==> src/rtl/rot_pkg.sv <==
// Shared definitions for the forward bit rotator and its inverse (bit_unrotator).
// The rotate helpers work on a wide container so any WIDTH up to ROT_MAX_W can share them.
package rot_pkg;

    localparam logic DIR_LEFT  = 1'b0;
    localparam logic DIR_RIGHT = 1'b1;

    localparam int ROT_MAX_W = 64;

    typedef enum logic [1:0] {
        ST_IDLE  = 2'd0,
        ST_SHIFT = 2'd1,
        ST_DONE  = 2'd2
    } state_t;

    // Only the low w bits of d are meaningful; the result is zero above bit w-1.
    function automatic logic [ROT_MAX_W-1:0] rot_left1(input logic [ROT_MAX_W-1:0] d,
                                                        input int w);
        logic [ROT_MAX_W-1:0] mask;
        mask = ~({ROT_MAX_W{1'b1}} << w);
        return ((d << 1) | ((d & mask) >> (w - 1))) & mask;
    endfunction

    function automatic logic [ROT_MAX_W-1:0] rot_right1(input logic [ROT_MAX_W-1:0] d,
                                                         input int w);
        logic [ROT_MAX_W-1:0] mask;
        mask = ~({ROT_MAX_W{1'b1}} << w);
        return (((d & mask) >> 1) | (d << (w - 1))) & mask;
    endfunction

endpackage

==> src/rtl/bit_unrotator.sv <==
// Serial inverse rotator: restores a word by applying one opposite-direction
// 1-bit rotate per clock, behind valid/ready handshakes on both sides.
module bit_unrotator
    import rot_pkg::*;
#(
    parameter int WIDTH = 8,
    parameter int AMT_W = 3
) (
    input  logic             clk,
    input  logic             reset,
    input  logic             in_valid,
    output logic             in_ready,
    input  logic [WIDTH-1:0] data_in,
    input  logic             rotate_dir,
    input  logic [AMT_W-1:0] rotate_amt,
    output logic             out_valid,
    input  logic             out_ready,
    output logic [WIDTH-1:0] data_out,
    output logic             busy
);

    state_t             state_q;
    logic [AMT_W-1:0]   cnt_q;
    logic               dir_q;
    logic [WIDTH-1:0]   data_q;
    logic [WIDTH-1:0]   step_d;

    // A left rotation is undone by right steps and vice versa.
    always_comb begin
        step_d = data_q;
        if (dir_q == DIR_LEFT)
            step_d = WIDTH'(rot_right1(ROT_MAX_W'(data_q), WIDTH));
        else
            step_d = WIDTH'(rot_left1(ROT_MAX_W'(data_q), WIDTH));
    end

    always_ff @(posedge clk) begin
        if (reset) begin
            state_q <= ST_IDLE;
            cnt_q   <= '0;
            dir_q   <= DIR_LEFT;
            data_q  <= '0;
        end else begin
            case (state_q)
                ST_IDLE: begin
                    if (in_valid) begin
                        data_q  <= data_in;
                        dir_q   <= rotate_dir;
                        cnt_q   <= rotate_amt;
                        state_q <= (rotate_amt == '0) ? ST_DONE : ST_SHIFT;
                    end
                end
                ST_SHIFT: begin
                    data_q <= step_d;
                    cnt_q  <= cnt_q - AMT_W'(1);
                    if (cnt_q == AMT_W'(1))
                        state_q <= ST_DONE;
                end
                ST_DONE: begin
                    if (out_ready)
                        state_q <= ST_IDLE;
                end
                default: state_q <= ST_IDLE;
            endcase
        end
    end

    assign in_ready  = (state_q == ST_IDLE) & ~reset;
    assign out_valid = (state_q == ST_DONE);
    assign busy      = (state_q == ST_SHIFT) | (state_q == ST_DONE);
    assign data_out  = data_q;

endmodule

==> config.mk <==
export PLATFORM = sky130hd
export DESIGN_NAME = bit_unrotator
export DESIGN_NICKNAME = d
export VERILOG_FILES = /design/src/rtl/rot_pkg.sv /design/src/rtl/bit_unrotator.sv
export SDC_FILE = /design/constraint.sdc
export NUM_CORES = 1
export LEC_CHECK = 0
export CORE_ASPECT_RATIO = 1.4
export CORE_MARGIN = 3
export CORE_UTILIZATION = 33
export CTS_BUF_LIST = sky130_fd_sc_hd__clkbuf_4
export CTS_CLUSTER_DIAMETER = 120
export DETAILED_ROUTE_END_ITERATION = 16
export GPL_TIMING_DRIVEN = 1
export SLEW_MARGIN = 20
export SYNTH_ARGS = -nofsm -noshare
export SYNTH_HDL_FRONTEND = slang
export SYNTH_SLANG_ARGS = --single-unit
==> constraint.sdc <==
create_clock -name clk -period 1.5 [get_ports clk]
set_input_delay 0.3 -clock clk [delete_from_list [all_inputs] [get_ports clk]]
set_output_delay 0.3 -clock clk [all_outputs]
set_load 0.01 [all_outputs]
==> impl_metrics.csv, run 1 <==
group,metric,value,unit
timing,timing.hold.ws,497.9,ps
die,die-width,49.73,um
cells_and_area,syn2layout_area_growth,52.83,%
die,fp.dieH,67.22,um
yosys,synth_seq_area_share,31.73,%
yosys,postSynthNetCount,122,
clock_network,clock_latency,280,ps
yosys,synth_edf_count,0,
clock_network,clockRootBuffer,"clkbuf_4",
clock_network,clock_path_buffers,2,
die,row_count,21,
route,via_per_inst,4.891,
clock_network,clkTransAtPathRegs,90,ps
yosys,synth_area_leaders,"dfxtp_1, mux2i_1, a211o_1",
route,drc,0,
route,num_vias,851,
clock_network,cts_made_buffers,3,
die,core,2470,sq um
clock_network,ctsHoldBuffers,0,
worst_setup_path,r2r-end,"cnt_q[0]$_SDFFE_PP0P_",
worst_setup_path,end_kind,"flop",
cells_and_area,drive_gt1_share,31.43,%
worst_setup_path,r2r_cells,6,
die,start_util,35.76,%
global_routing,gr-total-overflow,0,
placement,gp_congestion,0.7449,
worst_setup_path,rr_startpoint,"state_q[1]$_SDFFE_PP0P_",
global_routing,track_usage,14.50,%
route,antenna_left,0,
route,post_drt_wl_per_cell,13.35,um
worst_setup_path,critPathRequiredTime,1730,ps
global_routing,met2_usage,26.66,%
yosys,ys_async_sr_fraction,0,%
timing,slew_headroom,78.65,%
yosys,synth_area,883.3,sq um
worst_setup_path,crit_path_start,"state_q[1]$_SDFFE_PP0P_",
worst_setup_path,arrival,1680,ps
clock_network,cts.sinks,14,
timing,hold_viol,0,
power_and_ir_drop,ir_drop,0.0008337,V
flow_run,max_cap_violations,0,
worst_hold_path,hp-class,"reg -> reg",
cells_and_area,fin_util,54.66,%
worst_setup_path,r2r_slack,50,ps
global_routing,grt-busiest-layer,"met2",
global_routing,grt_pass1_vias,894,
timing,setup_viol,0,
placement,hpwl,1615,um
worst_setup_path,crit_fanout,5,
yosys,synth.distinct_cells,25,
timing,tightest_slew,318.4,ps
global_routing,grt_pass1_wl,3774,um
global_routing,antenna_found_initial,0,
yosys,ys.warnings.count,0,
route,drtPass1Iterations,4,
yosys,synth_seq_cells,14,
route,drtIter0Drc,19,
run_status,status,"completed",
power_and_ir_drop,power_density,1796,nW/um^2
route,postRouteWirelength,2323,um
yosys,syn_avg_cell_area,8.746,sq um
cells_and_area,antenna_cells_inserted,0,
global_routing,use_met3,4.415,%
yosys,synth_largest_area_cell,"dfxtp_1",
worst_setup_path,start_kind,"flop",
cells_and_area,finalNetCount,162,
placement,numPortBuffers,26,
worst_setup_path,crit_end,"cnt_q[0]$_SDFFE_PP0P_",
global_routing,grt_max_degree,15,
timing,maxSlewViolCount,0,
clock_network,h-tree-depth,1,
yosys,synthCells,101,
power_and_ir_drop,power_leakage,0.5449,nW
timing,fin_skew,7.905,ps
timing,rsz0062_at_grt,"yes",
yosys,synth_top_cell_area_share,31.73,%
yosys,synth_ff_type,"dfxtp_1",
timing,post-route-period-util,96.63,%
cells_and_area,final_cell_mix,"clkdlybuf4s50_1, buf_4, nand2_1, dfxtp_1",
die,dieArea,3342,sq um
die,top_level_ports,27,
timing,period_minus_slack,1449,ps
clock_network,cts_tree,"built",
worst_setup_path,path_class,"reg -> reg",
global_routing,use_met1,15.56,%
timing,max_freq,0.6899,GHz
cells_and_area,final_common_cell,"clkdlybuf4s50_1",
## routing by layer
layer / share of wire (%) / routed length (um) / vias to the layer above
met1: 44 / 1016 / 394
met5: 0 / 0 / -
li1: - / - / 429
met2: 50 / 1150 / 26
met4: 1.1 / 25 / 0
met3: 5.6 / 129 / 2
## kinds of logic (layout without fill, tap and decap cells)
family | count (synthesis) | count (layout) | share of synthesized area [%]
flops | 14 | 14 | 31.73
mux | 10 | 10 | 11.33
fa+ha+maj | 5 | 5 | 7.082
simple gates | 32 | 32 | 17.14
compound gates | 28 | 28 | 25.07
buf+inv | 12 | 51 | 7.648
## area by class of cell
| type | instances | area (sq um) |
|---|---|---|
| fill | 252 | 1120 |
| multi-input combinational | 75 | 601.8 |
| timing repair buffer | 42 | 375.4 |
| sequential | 14 | 285.3 |
| tap | 34 | 42.54 |
| clock buffer | 3 | 22.52 |
| inverter | 5 | 18.77 |
| clock inverter | 1 | 3.754 |
## worst min path at each step
stage	cells past startpoint	end	from
floorplan	1	data_out[4]$_SDFFE_PP0P_	reset
global placement	2	cnt_q[2]$_SDFFE_PP0P_	cnt_q[2]$_SDFFE_PP0P_
detailed placement	2	cnt_q[2]$_SDFFE_PP0P_	cnt_q[2]$_SDFFE_PP0P_
CTS	2	data_out[4]$_SDFFE_PP0P_	data_out[4]$_SDFFE_PP0P_
global route	2	data_out[4]$_SDFFE_PP0P_	data_out[4]$_SDFFE_PP0P_
finish	2	data_out[4]$_SDFFE_PP0P_	data_out[4]$_SDFFE_PP0P_
## registers in the layout, summed over array words and instances, names as in the netlist
| name | count |
|---|---|
| data_out | 8 |
| state_q | 2 |
| dir_q | 1 |
| cnt_q | 3 |
## critical path: stages (launching register included)
cell and delay (ps):
dfxtp_2 340, inv_2 50, ha_4 160, buf_6 120, mux2i_4 200, or3_4 390
a21oi_2 140
## synthesized netlist by cell type, types with 2 or more instances
cell	instances
inv_1	5
nand2_1	10
a211oi_1	2
o21ai_1	2
ha_1	5
nor2b_1	6
o31ai_1	2
a21oi_1	4
a211o_1	8
a21oi_2	7
buf_6	2
mux2i_1	10
nor2_1	9
nand2b_1	3
dfxtp_1	14
buf_2	3
## power by group
group          switching, mW  total [mW]  internal, mW
Sequential             0.107       0.615         0.508
Combinational          0.752        1.59         0.836
Clock                  0.125       0.222        0.0966
Total                  0.984        2.43          1.44
## per-stage QoR
step | TNS (ps) | power (mW) | cells | instance area, sq um | worst slack (ps)
after floorplan | 0 | 1.472 | 101 | 883.3 | 70.24
after global placement | -944.1 | 1.936 | 167 | 1235 | -218.0
after detailed placement | -1063 | 1.968 | 167 | 1235 | -231.7
after CTS | -16.28 | 2.223 | 171 | 1277 | -10.45
after global routing | -18.94 | 2.622 | 174 | 1350 | -8.739
final | 0 | 2.425 | 174 | 1350 | 50.62
## repair_timing
item,4_1_cts,5_1_grt
gates cloned,0,2
setup endpoints to repair,21,14
pin swaps,1,5
setup buffers,0,1
gates resized for setup,30,13
Power figures use the tool's default switching activity.
==> run 2, diff against run 1 <==
--- a/config.mk
+++ b/config.mk
@@ -5,6 +5,7 @@
 export SDC_FILE = /design/constraint.sdc
 export NUM_CORES = 1
 export LEC_CHECK = 0
+export ABC_AREA = 0
 export CORE_ASPECT_RATIO = 1.4
 export CORE_MARGIN = 3
 export CORE_UTILIZATION = 33
==> results of run 2 <==
Same layout as run 1: the final DEF is identical, and so are final timing and power.
